## src/rtl/bin2bcd_seq.sv

```systemverilog
// Sequential binary-to-BCD converter (shift-add-3 / double-dabble).
// Converts one input bit per clock. bcd holds the last result until the
// next conversion finishes. start/busy/done handshake, registered outputs.
// DIGITS must cover WIDTH (DIGITS >= ceil(WIDTH*log10(2))), otherwise the
// top digit silently wraps; there is no overflow flag.

// Per-digit correction cell: add 3 when the digit is 5 or more, so that the
// following left shift carries into the next decimal digit. Digits do not
// carry into each other here.
module bin2bcd_add3 (
  input  logic [3:0] d,
  output logic [3:0] q
);
  assign q = (d >= 4'd5) ? d + 4'd3 : d;
endmodule

module bin2bcd_seq #(
  parameter int WIDTH  = 16,
  parameter int DIGITS = 5
) (
  input  logic                  clk,
  input  logic                  rst_n,
  input  logic                  start,
  input  logic [WIDTH-1:0]      bin,
  output logic                  busy,
  output logic                  done,
  output logic [4*DIGITS-1:0]   bcd
);

  localparam int BW = 4 * DIGITS;
  localparam int CW = (WIDTH > 1) ? $clog2(WIDTH) : 1;

  typedef enum logic [1:0] {
    IDLE  = 2'd0,
    SHIFT = 2'd1,
    DONE  = 2'd2
  } state_t;

  state_t          state;
  logic [WIDTH-1:0] bin_sr;
  logic [BW-1:0]   scratch;
  logic [BW-1:0]   scratch_adj;
  logic [BW-1:0]   scratch_nxt;
  logic [CW-1:0]   cnt;

  // Add-3 correction on every digit in parallel, top digit included.
  genvar g;
  generate
    for (g = 0; g < DIGITS; g++) begin : g_dig
      bin2bcd_add3 u_add3 (
        .d (scratch[4*g +: 4]),
        .q (scratch_adj[4*g +: 4])
      );
    end
  endgenerate

  // Shift the corrected scratch left; the operand MSB enters bit 0.
  assign scratch_nxt = (scratch_adj << 1) | BW'(bin_sr[WIDTH-1]);

  // Control FSM with registered busy/done; bcd only updates on the final shift.
  always_ff @(posedge clk or negedge rst_n) begin
    if (!rst_n) begin
      state   <= IDLE;
      bin_sr  <= '0;
      scratch <= '0;
      cnt     <= '0;
      busy    <= 1'b0;
      done    <= 1'b0;
      bcd     <= '0;
    end else begin
      case (state)
        IDLE: begin
          done <= 1'b0;
          if (start) begin
            bin_sr  <= bin;
            scratch <= '0;
            cnt     <= CW'(WIDTH - 1);
            busy    <= 1'b1;
            state   <= SHIFT;
          end
        end
        SHIFT: begin
          bin_sr  <= bin_sr << 1;
          scratch <= scratch_nxt;
          cnt     <= cnt - 1'b1;
          if (cnt == '0) begin
            bcd   <= scratch_nxt;
            busy  <= 1'b0;
            done  <= 1'b1;
            state <= DONE;
          end
        end
        DONE: begin
          // start is deliberately not looked at here
          done  <= 1'b0;
          state <= IDLE;
        end
        default: begin
          busy  <= 1'b0;
          done  <= 1'b0;
          state <= IDLE;
        end
      endcase
    end
  end

endmodule
```

## config.mk

```make
export PLATFORM = sky130hd
export DESIGN_NAME = bin2bcd_seq
export DESIGN_NICKNAME = d
export VERILOG_FILES = /design/src/rtl/bin2bcd_seq.sv
export SDC_FILE = /design/constraint.sdc
export NUM_CORES = 1
export LEC_CHECK = 0
export ABC_CLOCK_PERIOD_IN_PS = 1500
export BUFFER_PORTS_ARGS = -buffer_cell sky130_fd_sc_hd__buf_4
export CAP_MARGIN = 10
export CORE_MARGIN = 4
export CORE_UTILIZATION = 50
export DETAILED_ROUTE_END_ITERATION = 8
export GPL_ROUTABILITY_DRIVEN = 0
export HOLD_SLACK_MARGIN = 0.12
export PLACE_DENSITY_LB_ADDON = 0.08
export SYNTH_ARGS = -nofsm -noshare
export SYNTH_HDL_FRONTEND = slang
export SYNTH_HIERARCHICAL = 1
export SYNTH_SLANG_ARGS = --single-unit
```

## constraint.sdc

```tcl
create_clock -name clk -period 1.5 [get_ports clk]
set_clock_uncertainty 0.1 [all_clocks]
set_input_delay 0.3 -clock clk [delete_from_list [all_inputs] [get_ports clk]]
set_output_delay 0.3 -clock clk [all_outputs]
set_load 0.05 [all_outputs]
```

==> results.sh, run 1 <==
export IMPL_outcome="finished with violations"
export IMPL_violations="setup timing"
export IMPL_start_util=0.527
export IMPL_tightest_slew_ns=0.318
export IMPL_clockPowerShare=0.181
export IMPL_fin_tns_setup_ns=-2.45
export IMPL_start_kind="register"
export IMPL_maxCapViolations=0
export IMPL_worstSetupEndpointType="register"
export IMPL_num_antenna_cells=0
export IMPL_rr_worst_depth=6
export IMPL_total_power_mw=10.9
export IMPL_chipWidth_um=87.9
export IMPL_cts_buffer_depth=2
export IMPL_worstHoldPathType="input pin to register"
export IMPL_vias=2495
export IMPL_met3_usage=0.0480
export IMPL_io_buffers=40
export IMPL_power_density_nw_per_um2=2490
export IMPL_power_frac_seq=0.285
export IMPL_final_common_cell="buf_4"
export IMPL_cts_tree="done"
export IMPL_slew_headroom=0.786
export IMPL_die_height_um=87.9
export IMPL_worstSkewPairLatency_ns=0.34
export IMPL_ir_drop_mv=1.79
export IMPL_max_freq_mhz=613
export IMPL_hold_violations=0
export IMPL_grt_setup_unrepaired="yes"
export IMPL_syn_avg_cell_area_um2=11.2
export IMPL_reg2reg_slack_ns=-0.13
export IMPL_ant_nets=0
export IMPL_cp_data_required_time_ns=1.61
export IMPL_min_path_cells=3
export IMPL_worstPathMaxFanout=15
export IMPL_internal_power_mw=6.65
export IMPL_use_met2=0.312
export IMPL_nFillCells=436
export IMPL_syn_nets=315
export IMPL_layout_setup_ws_ns=-0.132
export IMPL_slew_viol_final=0
export IMPL_globalRouteTotalUtil=0.198
export IMPL_p_sw_mw=4.22
export IMPL_grt_pass1_wl_um=11800
export IMPL_final_cell_mix="buf_4 (81), dfrtp_1 (64), nand2_1 (22)"
export IMPL_grt_max_degree=32
export IMPL_cp_arrival_ns=1.74
export IMPL_drt_iter0_drc=93
export IMPL_drcViolationCount=0
export IMPL_syn_to_final_growth_pct=36.4
export IMPL_fin_crit_sh=1.09
export IMPL_htreeDepth=3
export IMPL_syn_area_um2=3200
export IMPL_setup_viol=24
export IMPL_power_leakage_nw=2.12
export IMPL_post_drt_wl_per_cell_um=16.4
export IMPL_wirelength_um=7300
export IMPL_busiest_layer="met2"
export IMPL_globalRouteOverflowTotal=0
export IMPL_synthesis_instances=285
export IMPL_fin_util=0.719
export IMPL_vias_per_cell=5.59
export IMPL_clkTransAtPathRegs_ns=0.07
export IMPL_cts_made_buffers=9
export IMPL_swShare=0.388
export IMPL_core_area_um2=6060
export IMPL_first_pass_iters=4
export IMPL_period_needed_ns=1.63
export IMPL_first_global_vias=2544
export IMPL_ys_warn_count=6
export IMPL_cts_root_buf="clkbuf_8"
export IMPL_combPwrFrac=0.534
export IMPL_die_area_um2=7730
export IMPL_row_count=28
export IMPL_cts_sinks=64
export IMPL_antenna_found_initial=0
export IMPL_drive_above_1_share=0.434
export IMPL_gr_usage_met1=0.265
export IMPL_worstSetupPathType="register to register"
export IMPL_io_pins=41
export IMPL_hpwl_um=4490
export IMPL_nNetsFinal=396
export IMPL_whs_ns=0.148
-- cell type report --
cell class	count	area, µm²	share of cell area
multi-input cells	191	1650	0.379
well taps	75	93.8	0.0215
clock buffers	10	138	0.0316
clock inverters	6	130	0.0299
inverters	14	52.6	0.0121
repair buffers	86	689	0.158
flip-flops and latches	64	1600	0.368
-- worst paths after layout --
| path | startpoint | end |
|---|---|---|
| min in group asynchronous | rst_n | bcd[5] |
| max reg2reg | cnt[1] | bcd[0] |
| min reg2reg | done | done |
| min | bin[2] | bin_sr[2] |
| max | cnt[1] | bcd[0] |
| max in group asynchronous | rst_n | scratch[18] |
-- per-layer routing --
metal  share of wire  up-vias  wire, µm
li1                -     1164         -
met1            0.47     1259      3410
met2            0.48       63      3480
met3           0.042        9       303
met4           0.015        0       106
met5               0        -         0
-- through the flow --
step / worst slack (ns) / cells / instance area [µm²]
after floorplan: -0.0838 / 285 / 3220
after global placement: -0.0726 / 417 / 3800
after detailed placement: -0.126 / 417 / 3800
after CTS: -0.118 / 440 / 4240
after global routing: -0.178 / 446 / 4360
final: -0.132 / 446 / 4360
-- power groups by stage --
stage | combinational (mW) | clock (mW) | sequential (mW)
floorplan | 2.55 | 0 | 3.81
global placement | 4.73 | 0 | 3.03
detailed placement | 4.86 | 0 | 3.04
global route | 6.23 | 2.10 | 3.18
CTS | 5.34 | 2.01 | 3.07
finish | 5.80 | 1.97 | 3.09
-- worst max-delay path: stages, from the launching register on --
cell     delay (ns)
dfrtp_1        0.40
inv_2          0.09
ha_4           0.14
nor3b_4        0.20
nand2_2        0.11
buf_12         0.17
mux2_4         0.30
-- registers in the layout (all words and copies together), names as in the netlist --
| name | flops |
|---|---|
| bcd | 20 |
| scratch | 20 |
| bin_sr | 16 |
| cnt | 4 |
| state | 2 |
| busy | 1 |
| done | 1 |
-- repair_timing --
action                     in CTS  in global routing
setup endpoints to repair      30                 32
hold endpoints to repair       64                  0
resized for setup              23                 17
setup buffers                   6                  6
gates cloned                    0                  0
pin swaps                      10                  3
hold buffers                    1                  0
No activity file was read; power rests on OpenSTA's default activity.
==> run 2, diff against run 1 <==
Settings changed: SYNTH_HIERARCHICAL 1 to not set.
==> run 2 against run 1 <==
The run still ends with setup timing left; utilization is 6.4 points higher; non-clock buffer count is 25 higher; combinational power is 17% higher; largest cell class unchanged; critical path type unchanged; flip-flop and latch count stayed put; sequential power is 6% higher; final cell count is 11% higher; maximum frequency is 2.0% higher; area after synthesis is 1.8% lower; wire length is 19% higher.
==> results.sh, run 2 <==
export IMPL_synthesis_instances=308
export IMPL_clkTransAtPathRegs_ns=0.07
export IMPL_io_buffers=40
export IMPL_slew_headroom=0.645
export IMPL_first_global_vias=2691
export IMPL_vias=2747
export IMPL_async_reset_ff_frac=1.00
export IMPL_first_pass_iters=4
export IMPL_worstSkewPairLatency_ns=0.34
export IMPL_ant_nets=0
export IMPL_ys_types=32
export IMPL_syn_area_um2=3140
export IMPL_wirelength_um=8670
export IMPL_final_cell_mix="buf_4 (97), dfrtp_1 (60), o21ai_0 (30)"
export IMPL_yosysMostFrequentCell="dfrtp_1"
export IMPL_start_kind="register"
export IMPL_synth_commonest_cells="dfrtp_1 (64), o21ai_0 (41), a21oi_1 (33)"
export IMPL_drt_iter0_drc=157
export IMPL_maxCapViolations=0
export IMPL_synth_top_area_frac=0.510
export IMPL_cts_sinks=64
export IMPL_pre_cts_ws_ns=-0.225
export IMPL_cts_root_buf="clkbuf_8"
export IMPL_cts_buffer_depth=2
export IMPL_globalRouteOverflowTotal=0
export IMPL_period_needed_ns=1.60
export IMPL_setup_viol=23
export IMPL_yosys_area_top_type="dfrtp_1"
export IMPL_cts_tree="done"
export IMPL_cts_made_buffers=9
export IMPL_max_freq_mhz=625
export IMPL_drcViolationCount=0
export IMPL_drive_above_1_share=0.513
export IMPL_outcome="finished with violations"
export IMPL_ys_warn_count=0
export IMPL_hpwl_um=5000
export IMPL_worstSetupPathType="register to register"
export IMPL_antenna_found_initial=0
export IMPL_synth_seq_cells=64
export IMPL_seq_area_frac_synth=0.510
export IMPL_io_pins=41
export IMPL_grt_max_degree=35
export IMPL_netlist_top_cells_area="dfrtp_1 (51%), o21ai_0 (6.5%), a21oi_1 (5.3%)"
export IMPL_grt_pass1_wl_um=13400
export IMPL_cp_arrival_ns=1.72
export IMPL_vias_per_cell=5.56
export IMPL_num_antenna_cells=0
export IMPL_core_area_um2=5990
export IMPL_start_util=0.524
export IMPL_cp_data_required_time_ns=1.62
export IMPL_syn_to_final_growth_pct=49.6
export IMPL_tightest_slew_ns=0.532
export IMPL_post_drt_wl_per_cell_um=17.5
export IMPL_violations="setup timing"
export IMPL_syn_avg_cell_area_um2=10.2
export IMPL_power_density_nw_per_um2=2470
export IMPL_fin_crit_sh=1.07
export IMPL_power_leakage_nw=2.12
export IMPL_final_common_cell="buf_4"
export IMPL_ir_drop_mv=1.78
export IMPL_worstPathMaxFanout=4
export IMPL_total_power_mw=11.6
export IMPL_globalRouteTotalUtil=0.229
export IMPL_chipWidth_um=87.2
export IMPL_nFillCells=380
export IMPL_layout_setup_ws_ns=-0.0992
export IMPL_hold_violations=0
export IMPL_grt_setup_unrepaired="yes"
export IMPL_row_count=28
export IMPL_die_height_um=87.2
export IMPL_slew_viol_final=0
export IMPL_top_regs="bcd x20, scratch x20, bin_sr x16"
export IMPL_synth_edff_count=0
export IMPL_nNetsFinal=444
export IMPL_worstSetupEndpointType="register"
export IMPL_synth_top_flop_cell="dfrtp_1"
export IMPL_die_area_um2=7610
export IMPL_worstHoldPathType="input pin to register"
export IMPL_syn_nets=338
export IMPL_htreeDepth=3
[run 2: cell type report]
class                   instances  area (µm²)  area share
clock buffers                  13         159      0.0339
clock inverters                 3        40.0     0.00853
inverters                      14        57.6      0.0123
multi-input cells             213        1800       0.384
flip-flops and latches         64        1610       0.342
well taps                      75        93.8      0.0200
repair buffers                111         920       0.196
repair inverters                1        16.3     0.00347
[run 2: stage by stage]
stage                     instances  hold WS (ns)  area, µm²  setup TNS, ns   util
after global routing            494         0.141       4690          -2.79  0.783
final                           494         0.145       4690         -0.822  0.783
after floorplan                 308       -0.0956       3210          -2.03      -
after global placement          449         0.111       3850          -1.64  0.643
after CTS                       480         0.134       4370          -1.17  0.730
after detailed placement        449         0.113       3850          -2.42  0.643
[run 2: kinds of logic (layout without fill, tap and decap cells)]
family	after synthesis	in the layout	share of synthesized area
buffers and inverters	31	142	0.0498
XOR/XNOR	5	5	0.0140
adder cells (fa/ha/maj)	11	11	0.0439
flip-flops	64	64	0.510
AND/OR/NAND/NOR	74	74	0.131
multiplexers	11	11	0.0407
AO/OA/AOI/OAI	112	112	0.211
[run 2: critical path: stages, from the launching register on]
cell,delay (ns)
dfrtp_1,0.39
inv_2,0.08
ha_4,0.13
nor3b_4,0.22
nand2_4,0.13
buf_6,0.16
mux2_4,0.28
[run 2: where the power goes]
| group | internal, mW | total [mW] | leakage (nW) | switching (mW) |
|---|---|---|---|---|
| Combinational | 3.21 | 6.80 | 1.21 | 3.59 |
| Sequential | 2.50 | 3.28 | 0.803 | 0.785 |
| Clock | 0.854 | 1.50 | 0.103 | 0.645 |
[run 2: path summary, 6_finish.rpt]
check	start	to	slack, ns	cells past startpoint
min in group asynchronous	rst_n	scratch[5]	0.30	2
max in group asynchronous	rst_n	scratch[4]	0.51	3
max	cnt[0]	bcd[0]	-0.1	6
min reg2reg	bcd[10]	bcd[10]	0.40	2
max reg2reg	cnt[0]	bcd[0]	-0.1	6
min	bin[1]	bin_sr[1]	0.15	3
[run 2: layer usage]
layer	global-route usage	part of all wire
met1	0.313	0.45
met2	0.364	0.50
met3	0.0407	0.035
met4	0.0907	0.015
met5	0	0
[run 2: timing repair]
item | CTS | global route
pin swaps | 14 | 23
endpoints found under the setup margin | 30 | 53
setup buffers | 13 | 17
gates cloned | 1 | 1
hold endpoints to repair | 64 | 0
hold buffers | 1 | 0
resized for setup | 48 | 51
==> run 3, diff against run 2 <==
Settings changed: SKIP_LAST_GASP set to 1.
==> run 3 against run 2 <==
The flow still finishes with violations (setup timing); via count fell by 2.2%; cell area fell by 1.4%; flip-flop and latch count did not move; sequential power barely moved; maximum frequency fell by 0.29%; highest routed layer unchanged; register-to-register slack barely moved; largest cell class unchanged; first-iteration DRC count fell by 11%.
==> results.sh, run 3 (synthesis results as in run 2) <==
export IMPL_outcome="finished with violations"
export IMPL_violations="setup timing"
export IMPL_slowest_delay_ns=0.39
export IMPL_drt_iter0_drc=139
export IMPL_die_height_um=87.2
export IMPL_hpwl_um=5000
export IMPL_worstSetupEndpointType="register"
export IMPL_wirelength_um=8410
export IMPL_first_global_vias=2665
export IMPL_dpl_cell_count=449
export IMPL_cp_data_required_time_ns=1.62
export IMPL_first_pass_iters=4
export IMPL_globalRouteOverflowTotal=0
export IMPL_core_area_um2=5990
export IMPL_cts_sinks=64
export IMPL_whs_ns=0.144
export IMPL_htreeDepth=3
export IMPL_power_density_nw_per_um2=2480
export IMPL_clkTransAtPathRegs_ns=0.07
export IMPL_worstHoldPathType="input pin to register"
export IMPL_slew_headroom=0.637
export IMPL_vias=2686
export IMPL_grt_setup_unrepaired="yes"
export IMPL_crit_slowest_cell="dfrtp_1"
export IMPL_fin_cells=493
export IMPL_crit_chain="inv_2 > ha_4 > nor3b_4 > nand2_4 > buf_6 > mux2_4"
export IMPL_antenna_found_initial=0
export IMPL_critPathBufInv=2
export IMPL_cts_tree="done"
export IMPL_period_needed_ns=1.60
export IMPL_power_leakage_nw=2.10
export IMPL_worstPathMaxFanout=4
export IMPL_cts_buffer_depth=2
export IMPL_die_area_um2=7610
export IMPL_crit_cells=6
export IMPL_ant_nets=0
export IMPL_final_common_cell="buf_4"
export IMPL_row_count=28
export IMPL_ir_drop_mv=1.73
export IMPL_rr_worst_depth=6
export IMPL_chipWidth_um=87.2
export IMPL_nNetsFinal=443
export IMPL_pre_cts_ws_ns=-0.225
export IMPL_slew_viol_final=0
export IMPL_tightest_slew_ns=0.545
export IMPL_drcViolationCount=0
export IMPL_start_kind="register"
export IMPL_globalRouteTotalUtil=0.228
export IMPL_io_pins=41
export IMPL_critPathTopFamily="flip-flops"
export IMPL_max_freq_mhz=623
export IMPL_total_power_mw=11.5
export IMPL_top_regs="bcd x20, scratch x20, bin_sr x16"
export IMPL_io_buffers=40
export IMPL_cp_arrival_ns=1.73
export IMPL_setup_viol=25
export IMPL_drive_above_1_share=0.498
export IMPL_syn_to_final_growth_pct=47.5
export IMPL_worstSkewPairLatency_ns=0.34
export IMPL_min_path_cells=3
export IMPL_hold_violations=0
export IMPL_vias_per_cell=5.45
export IMPL_placed_cell_area_um2=3850
export IMPL_grt_max_degree=35
export IMPL_num_antenna_cells=0
export IMPL_layout_setup_ws_ns=-0.104
export IMPL_start_util=0.524
export IMPL_cts_root_buf="clkbuf_8"
export IMPL_maxCapViolations=0
export IMPL_fin_crit_sh=1.07
export IMPL_stdcell_area_um2=4630
export IMPL_final_cell_mix="buf_4 (99), dfrtp_1 (60), o21ai_0 (30)"
export IMPL_post_drt_wl_per_cell_um=17.1
export IMPL_worstSetupPathType="register to register"
export IMPL_cts_made_buffers=9
export IMPL_grt_pass1_wl_um=13300
-- run 3: path summary, 6_finish.rpt --
path | to | from | slack (ns)
worst min-delay path | bin_sr[1] | bin[1] | 0.14
worst max-delay path | bcd[0] | cnt[0] | -0.10
worst max register to register | bcd[0] | cnt[0] | -0.10
min in group asynchronous | bin_sr[1] | rst_n | 0.30
max in group asynchronous | scratch[4] | rst_n | 0.51
worst min register to register | bcd[10] | bcd[10] | 0.39
-- run 3: power by group --
group	total, mW	switching, mW	internal, mW
sequential	3.26	0.764	2.50
clock	1.51	0.659	0.855
combinational	6.69	3.53	3.17
-- run 3: timing repair --
| action | 4_1_cts | 5_1_grt |
|---|---|---|
| buffers inserted | 13 | 17 |
| gates cloned | 1 | 1 |
| hold buffers | 1 | 0 |
| endpoints found under the hold margin | 64 | 0 |
| pin swaps | 14 | 21 |
| setup endpoints to repair | 30 | 53 |
| resized for setup | 46 | 38 |
-- run 3: routing by layer --
metal	routed length [µm]	global-route usage	share of wire
met5	0	0	0
met4	161	0.0893	0.019
met3	269	0.0407	0.032
met2	4080	0.360	0.49
met1	3890	0.312	0.46
-- run 3: area by class of cell --
class / count / area [µm²]
repair inverters: 1 / 6.26
clock buffers: 13 / 159
well taps: 75 / 93.8
flip-flops and latches: 64 / 1610
inverters: 14 / 57.6
fillers: 396 / 1360
clock inverters: 3 / 40.0
multi-input cells: 213 / 1770
repair buffers: 110 / 892
-- run 3: stage by stage --
step / setup TNS [ns] / utilization
finish: -1.19 / 0.773
global route: -2.86 / 0.773
CTS: -1.21 / 0.729
detailed placement: -2.42 / 0.643
global placement: -1.64 / 0.643
floorplan: -2.03 / -
-- run 3: worst reg2reg max path, delay by kind of cell (launching register included) --
kind / cells / cell delay (ns)
flops: 1 / 0.39
simple gates: 2 / 0.36
mux: 1 / 0.28
buf+inv: 2 / 0.23
fa+ha+maj: 1 / 0.13
